`src/rtl/d_sram_bridge.sv`:
```
// Data-side bridge: turns the core's single-cycle memory-stage access into one
// req/addr_ok/data_ok bus transaction and stalls the pipeline until it completes.
module d_sram_bridge #(
    parameter int AW = 32,
    parameter int DW = 32
) (
    input  logic          clk,
    input  logic          rst,
    input  logic          mem_en,
    input  logic [1:0]    mem_size,
    input  logic [3:0]    memwrite,
    input  logic [AW-1:0] aluout,
    input  logic [DW-1:0] writedata,
    input  logic          ext_stall,
    output logic [DW-1:0] readdata,
    output logic          mem_stall,
    output logic          data_req,
    output logic          data_wr,
    output logic [1:0]    data_size,
    output logic [AW-1:0] data_addr,
    output logic [DW-1:0] data_wdata,
    input  logic          data_addr_ok,
    input  logic          data_data_ok,
    input  logic [DW-1:0] data_rdata
);

    typedef enum logic [1:0] {
        IDLE = 2'd0,
        REQ  = 2'd1,
        WAIT = 2'd2,
        DONE = 2'd3
    } state_t;

    state_t        state_q, state_d;
    logic [AW-1:0] addr_q;
    logic [DW-1:0] wdata_q;
    logic          wr_q;
    logic [1:0]    size_q;
    logic [DW-1:0] rdata_q;
    logic          latch;
    logic          capture;
    logic [1:0]    size_sel;

    // Bus size derived from the store byte-enable pattern.
    function automatic logic [1:0] store_size(input logic [3:0] be);
        case (be)
            4'b1111:                             store_size = 2'd2;
            4'b0011, 4'b1100:                    store_size = 2'd1;
            4'b0001, 4'b0010, 4'b0100, 4'b1000:  store_size = 2'd0;
            default:                             store_size = 2'd2;
        endcase
    endfunction

    // Access size selection: store sizes from byte enables, load size 3 folds to word.
    always_comb begin
        size_sel = 2'd2;
        if (|memwrite)
            size_sel = store_size(memwrite);
        else if (mem_size != 2'd3)
            size_sel = mem_size;
    end

    // Next-state logic plus latch/capture strobes for the datapath registers.
    always_comb begin
        state_d = state_q;
        latch   = 1'b0;
        capture = 1'b0;
        case (state_q)
            IDLE: begin
                if (mem_en) begin
                    latch   = 1'b1;
                    state_d = REQ;
                end
            end
            REQ: begin
                if (data_addr_ok && data_data_ok) begin
                    capture = 1'b1;
                    state_d = DONE;
                end else if (data_addr_ok) begin
                    state_d = WAIT;
                end
            end
            WAIT: begin
                if (data_data_ok) begin
                    capture = 1'b1;
                    state_d = DONE;
                end
            end
            DONE: begin
                if (!ext_stall)
                    state_d = IDLE;
            end
            default: state_d = IDLE;
        endcase
    end

    // State register.
    always_ff @(posedge clk or negedge rst) begin
        if (!rst)
            state_q <= IDLE;
        else
            state_q <= state_d;
    end

    // Request payload is latched once in IDLE and held through REQ/WAIT/DONE;
    // read data is captured only for loads and survives until the next load.
    always_ff @(posedge clk or negedge rst) begin
        if (!rst) begin
            addr_q  <= '0;
            wdata_q <= '0;
            wr_q    <= 1'b0;
            size_q  <= '0;
            rdata_q <= '0;
        end else begin
            if (latch) begin
                addr_q  <= aluout;
                wdata_q <= writedata;
                wr_q    <= |memwrite;
                size_q  <= size_sel;
            end
            if (capture && !wr_q)
                rdata_q <= data_rdata;
        end
    end

    assign data_req   = (state_q == REQ);
    assign data_wr    = wr_q;
    assign data_size  = size_q;
    assign data_addr  = addr_q;
    assign data_wdata = wdata_q;
    assign readdata   = rdata_q;
    assign mem_stall  = mem_en & (state_q != DONE);

endmodule

```
`config.mk`:
```
export PLATFORM = sky130hd
export DESIGN_NAME = d_sram_bridge
export DESIGN_NICKNAME = d
export VERILOG_FILES = /design/src/rtl/d_sram_bridge.sv
export SDC_FILE = /design/constraint.sdc
export NUM_CORES = 1
export LEC_CHECK = 0
export ABC_AREA = 1
export BUFFER_PORTS_ARGS = -buffer_cell sky130_fd_sc_hd__buf_2
export CAP_MARGIN = 20
export CELL_PAD_IN_SITES_DETAIL_PLACEMENT = 0
export CELL_PAD_IN_SITES_GLOBAL_PLACEMENT = 1
export CORE_MARGIN = 2
export CORE_UTILIZATION = 34
export DETAILED_ROUTE_END_ITERATION = 6
export PLACE_DENSITY_LB_ADDON = 0.1
export SLEW_MARGIN = 20
export SYNTH_ARGS = -nofsm -noshare
export SYNTH_HDL_FRONTEND = slang
export SYNTH_SLANG_ARGS = --single-unit
```
`constraint.sdc`:
```
create_clock -name clk -period 2.5 [get_ports clk]
set_input_delay 0.25 -clock clk [delete_from_list [all_inputs] [get_ports clk]]
set_output_delay 0.25 -clock clk [all_outputs]
set_load 0.02 [all_outputs]
```
==> results of run 1 <==
## final cells by class
cell class              instances  area [µm²]
fillers                      1199        6346
flip-flops and latches        101        2527
multi-input cells             335        1374
repair buffers                216        1119
clock buffers                  10       229.0
well taps                     147       183.9
clock inverters                 6       87.58
inverters                      12       45.04
## placed cells by master, fill, tap and decap left out, types with 2 or more instances in the layout
cell	Yosys	routed
clkinvlp_4	0	3
bufinv_16	0	2
buf_2	11	207
nand2_2	2	2
nand2_1	279	279
inv_1	11	11
clkbuf_16	0	9
ha_1	5	5
buf_4	5	7
nor2_1	7	7
nand3_1	35	35
o21ai_0	3	3
dfrtp_1	101	101
## repair_timing
item,in CTS,in global routing
hold buffers,1,0
endpoints found under the hold margin,39,0
endpoints found under the setup margin,0,0
## cell families after synthesis
family	after synthesis	share of synthesized area
adders and majority gates	5	0.01525
DFF	101	0.6160
buffers and inverters	35	0.04910
AOI/OAI and AO/OA	4	0.005184
and+or+nand+nor	326	0.3144
## sequential cells by signal (all words and copies together), names as in the netlist
| signal | cells |
|---|---|
| data_size | 2 |
| data_wr | 1 |
| state_q | 2 |
| data_wdata | 32 |
| data_addr | 32 |
| readdata | 32 |
## cell usage after synthesis (all sizes together)
| library cell | number | share of area |
|---|---|---|
| o21ai | 3 | 0.0037 |
| dfrtp | 101 | 0.62 |
| inv | 12 | 0.011 |
| nor2 | 8 | 0.0092 |
| nand3 | 35 | 0.043 |
| nand4 | 1 | 0.0015 |
| ha | 5 | 0.015 |
| clkbuf | 2 | 0.0018 |
| a31oi | 1 | 0.0015 |
| buf | 21 | 0.036 |
| nand2 | 282 | 0.26 |
## power groups by stage
stage / Combinational, µW / Sequential [µW] / Clock (µW)
floorplan: 1170 / 3760 / 0
global placement: 3270 / 2810 / 0
detailed placement: 3310 / 2820 / 0
CTS: 3310 / 2820 / 1530
global route: 3640 / 2910 / 1600
finish: 3250 / 2810 / 1480
## worst max path at each step
stage	from	to	slack, ns
floorplan	state_q[1]$_DFFE_PN0P_	readdata[10]$_DFFE_PN0P_	1.08
global placement	state_q[0]$_DFFE_PN0P_	readdata[15]$_DFFE_PN0P_	0.78
detailed placement	state_q[0]$_DFFE_PN0P_	readdata[2]$_DFFE_PN0P_	0.70
CTS	state_q[0]$_DFFE_PN0P_	readdata[2]$_DFFE_PN0P_	0.69
global route	state_q[0]$_DFFE_PN0P_	readdata[2]$_DFFE_PN0P_	0.46
finish	state_q[0]$_DFFE_PN0P_	readdata[14]$_DFFE_PN0P_	0.72
## routing by layer
metal / global-route usage / part of all wire / routed length (µm) / up-vias
met2: 0.2754 / 0.46 / 5046 / 135
li1: - / - / - / 1846
met3: 0.05526 / 0.082 / 898 / 22
met1: 0.2266 / 0.44 / 4776 / 1694
met4: 0.06179 / 0.023 / 254 / 0
met5: 0 / 0 / 0 / -
## per-stage QoR
step	total power [µW]	std cells	setup WS, ns	cell area [µm²]
final	7545	827	0.7207	5565
after global routing	8146	827	0.4560	5565
after CTS	7649	827	0.6866	5565
after detailed placement	6131	810	0.7035	5239
after global placement	6078	810	0.7806	5239
after floorplan	4934	471	1.082	4103
## worst max-delay path, stage by stage, from the launching register on
cell and delay, ns:
dfrtp_1 0.39, inv_1 0.09, ha_1 0.30, nand2_1 0.08
nor2_4 0.29, nand2_4 0.30, nand2_1 0.14, nand2_1 0.06
==> run_results.csv, run 1 <==
group,metric,value,unit
run_status,status,"completed",
grt,grt_max_degree,67,
setup_path,cp.required,2.73,ns
sta,finClkSkew,0.005280,ns
yosys,synth_cell_type_count,17,
yosys,avgSynthCellArea,8.711,µm²
yosys,netlist_instances,471,
grt,grt_usage,0.1742,
setup_path,r2r_end,"readdata[14]$_DFFE_PN0P_",
pwr,leakage,0.003354,µW
final_layout,drive_gt1_frac,0.3456,
setup_path,r2r-start,"state_q[0]$_DFFE_PN0P_",
setup_path,endpoint_kind,"register",
min_path,whs_path_depth,3,
yosys,synth_area,4103,µm²
grt,grt_pass1_vias,3697,
pwr,internal_power,4327,µW
sta,setup_tns,0,ns
final_layout,nets,788,
placed_design,routabilityCongestion,0.7641,
min_path,min_to,"data_wdata[7]$_DFFE_PN0P_",
final_layout,n_antenna_cell,0,
route,drc,0,
sta,maxSlewViolCount,0,
final_layout,utilization,0.4672,
yosys,synth_seq_cells,101,
clocking,htree_levels,3,
grt,antenna_found_initial,0,
grt,grt_overflow,0,
setup_path,rr_worst_depth,7,
sta,period_share,0.7117,
route,routed_wl,10980,µm
setup_path,cp-start-kind,"register",
pwr,seqPwrFrac,0.372,
min_path,hold_class,"in -> reg",
route,ant_nets,0,
setup_path,crit_type,"reg -> reg",
floorplan,fp.dieH,113.9,µm
yosys,syn-num-nets,584,
clocking,clock-root-buffer,"clkbuf_16",
grt,grt_pass1_wl,17910,µm
pwr,p_comb_frac,0.431,
placed_design,hpwl,7690,µm
final_layout,areaGrowthSynthToFinish,35.65,%
clocking,worst_skew_pair.late_latency,0.34,ns
sta,finalSetupViolCount,0,
route,route.vias.total,3697,
sta,worst_pin_slew,0.7182,ns
setup_path,crit_path_max_fanout,32,
sta,hold_slack,0.09874,ns
min_path,hold_start,"writedata[7]",
pwr,powerDensity,1356,nW/µm²
sta,final_hold_viol_count,0,
yosys,yosysWarnings,0,
clocking,path_clk_slew,0.07,ns
clocking,cts_buffer_depth,2,
pwr,ir_drop,0.5046,mV
placed_design,io_buffers,208,
clocking,ctsResizeCount,0,
floorplan,num_rows,40,
floorplan,start_util,0.3444,
setup_path,arrival,2.01,ns
route,drtPass1Iterations,4,
floorplan,die-area,12960,µm²
job,cap_violations,0,
floorplan,fp.dieW,113.9,µm
sta,slew_headroom,0.5212,
clocking,tritoncts,"yes",
floorplan,coreArea,11910,µm²
sta,rsz0062_at_grt,"false",
clocking,postCtsSetupRepairBufs,0,
setup_path,rrSetupSlack,0.72,ns
sta,finalCriticalPeriod,1.779,ns
pwr,switching_share,0.4265,
pwr,p_clk_frac,0.197,
route,drtIter0Drc,175,
pwr,switchingPower,3218,µW
yosys,synth.yosys.seq_area_share,0.6160,
sta,fmax,0.5620,GHz
clocking,cts.sinks,101,
route,post_drt_wl_per_cell,13.27,µm
floorplan,num_io_pins,209,
clocking,cts_buffers,9,
route,vias_per_cell,4.470,
No activity file was read; power rests on OpenSTA's default activity.
==> run 2: changes to the inputs <==
--- a/config.mk
+++ b/config.mk
@@ -11,7 +11,7 @@
 export CELL_PAD_IN_SITES_DETAIL_PLACEMENT = 0
 export CELL_PAD_IN_SITES_GLOBAL_PLACEMENT = 1
 export CORE_MARGIN = 2
-export CORE_UTILIZATION = 34
+export CORE_UTILIZATION = 32
 export DETAILED_ROUTE_END_ITERATION = 6
 export PLACE_DENSITY_LB_ADDON = 0.1
 export SLEW_MARGIN = 20
==> constraint.sdc (replaced) <==
create_clock -name clk -period 1.7 [get_ports clk]
set_input_delay 0.17 -clock clk [delete_from_list [all_inputs] [get_ports clk]]
set_output_delay 0.17 -clock clk [all_outputs]
set_load 0.02 [all_outputs]
==> run 2 against run 1 <==
  * Sequential share of layout area is 1.9 points lower
  * Wire length up 4.8%
  * Clock power up 61%
  * Non-clock buffer count rose by 9
  * Cell count grew 4.4%
  * Clock skew shrank 0.0012 ns
  * Power rose by 53%
  * Largest power group unchanged
  * Highest routed layer unchanged
==> run_results.csv, run 2 (synthesis results as in run 1) <==
group,metric,value,unit
sta,final_hold_viol_count,0,
pwr,seqPwrFrac,0.358,
setup_path,cp-start-kind,"register",
clocking,worst_skew_pair.late_latency,0.34,ns
min_path,hold_start,"writedata[5]",
pwr,powerDensity,1988,nW/µm²
route,drtPass1Iterations,4,
sta,finalCriticalPeriod,1.583,ns
setup_path,r2r_end,"readdata[4]$_DFFE_PN0P_",
setup_path,crit_start,"state_q[1]$_DFFE_PN0P_",
setup_path,cp.required,1.99,ns
clocking,clock-root-buffer,"clkbuf_16",
setup_path,crit_path_max_fanout,12,
clocking,cts_buffer_depth,2,
setup_path,critPathTopFamily,"simple AND/OR/NAND/NOR gates",
grt,grt_overflow,0,
floorplan,fp.dieH,117.2,µm
pwr,p_comb_frac,0.436,
sta,rsz0062_at_grt,"false",
pwr,switchingPower,4849,µW
setup_path,worstPathCellList,"inv_2, ha_1, nand2_2, nor2_4, buf_12, buf_6, nand3_1, nand2_1",
final_layout,mostFrequentLayoutCell,"nand2_1",
grt,grt_pass1_wl,17390,µm
setup_path,rrSetupSlack,0.12,ns
sta,fmax,0.6316,GHz
final_layout,n_antenna_cell,0,
route,drc,0,
floorplan,num_rows,41,
placed_design,placed_area,5318,µm²
min_path,whs_path_depth,3,
sta,slew_headroom,0.6331,
route,vias_per_cell,4.329,
sta,hold_slack,0.01361,ns
floorplan,num_io_pins,209,
final_layout,final_cell_mix,"nand2_1, buf_2, dfrtp_1, nand3_1, inv_1",
clocking,htree_levels,3,
pwr,leakage,0.003437,µW
clocking,tritoncts,"yes",
sta,finalSetupViolCount,0,
floorplan,coreArea,12570,µm²
final_layout,register_area,2527,µm²
sta,setup_tns,0,ns
sta,period_share,0.9314,
route,post_drt_wl_per_cell,13.32,µm
pwr,p_clk_frac,0.207,
clocking,path_clk_slew,0.07,ns
final_layout,nets,799,
setup_path,slowest_stage,"dfrtp_1",
min_path,hold_class,"in -> reg",
final_layout,fin_area,5809,µm²
setup_path,r2r-start,"state_q[1]$_DFFE_PN0P_",
setup_path,rr_worst_depth,8,
setup_path,crit_type,"reg -> reg",
route,drtIter0Drc,202,
setup_path,arrival,1.87,ns
floorplan,die-area,13740,µm²
final_layout,drive_gt1_frac,0.3560,
placed_design,io_buffers,208,
placed_design,hpwl,7732,µm
grt,antenna_found_initial,0,
final_layout,num-fill-cells,1293,
final_layout,multi_input_area,1421,µm²
job,cap_violations,0,
route,routed_wl,11500,µm
route,ant_nets,0,
sta,worst_pin_slew,0.5503,ns
route,route.vias.total,3736,
clocking,cts.sinks,101,
pwr,switching_share,0.4199,
grt,grt_max_degree,102,
pwr,ir_drop,0.7229,mV
pwr,internal_power,6700,µW
run_status,status,"completed",
grt,grt_pass1_vias,3504,
placed_design,routabilityCongestion,0.7564,
floorplan,start_util,0.3264,
min_path,min_to,"data_wdata[5]$_DFFE_PN0P_",
final_layout,areaGrowthSynthToFinish,41.60,%
setup_path,crit_buf_inv,3,
floorplan,fp.dieW,117.2,µm
sta,finClkSkew,0.004066,ns
grt,grt_usage,0.1638,
sta,maxSlewViolCount,0,
setup_path,crit_path_max_incr_delay,0.40,ns
clocking,cts_buffers,9,
setup_path,endpoint_kind,"register",
## run 2: changes by cell type in the layout (fill, tap and decap cells not counted), moves of 2 or more
cell	before	now
buf_12	1	5
dlygate4sd3_1	1	4
buf_6	0	2
nand2_8	0	2
## run 2: layout make-up
| class | instances | share of cell area |
|---|---|---|
| clock inverters | 6 | 0.01895 |
| inverters | 12 | 0.007754 |
| flip-flops and latches | 101 | 0.4351 |
| clock buffers | 10 | 0.04114 |
| well taps | 172 | 0.03704 |
| repair buffers | 225 | 0.2154 |
| multi-input cells | 337 | 0.2447 |
## run 2: how the worst max path moves through the flow
stage | end | depth (start not counted)
after floorplan | readdata[10]$_DFFE_PN0P_ | 8
after global placement | readdata[17]$_DFFE_PN0P_ | 7
after detailed placement | readdata[13]$_DFFE_PN0P_ | 7
after CTS | readdata[13]$_DFFE_PN0P_ | 7
after global routing | readdata[7]$_DFFE_PN0P_ | 8
final | readdata[4]$_DFFE_PN0P_ | 8
## run 2: power groups by stage
stage	Sequential (µW)	Combinational, µW	Clock, µW
6_report	4130	5030	2390
5_1_grt	4280	5620	2550
4_1_cts	4140	4960	2460
3_5_place_dp	4160	4950	0
3_3_place_gp	4150	4890	0
2_1_floorplan	5540	1720	0
## run 2: worst min-delay path, stage by stage
cell and delay, ns:
buf_2 0.07, nand2_1 0.04, nand2_1 0.04
## run 2: routing by layer
metal	up-vias	global-route usage	routed length, µm
li1	1869	-	-
met1	1711	0.2228	5088
met2	138	0.2341	5068
met3	18	0.06437	1108
met4	0	0.06510	234
met5	-	0	0
## run 2: metrics by stage
step	total power [µW]	setup slack, ns	std cells	util
final	11550	0.1167	863	0.4622
after floorplan	7256	0.2821	471	-
after global routing	12450	0.006165	863	0.4622
after detailed placement	9113	0.1227	838	0.4231
after global placement	9038	0.2002	838	0.4231
after CTS	11560	0.1075	858	0.4541
## run 2: what timing repair did
action,CTS,global route
endpoints found under the hold margin,104,0
gates resized for setup,0,10
endpoints found under the setup margin,0,32
hold buffers,4,0
buffers inserted,0,3
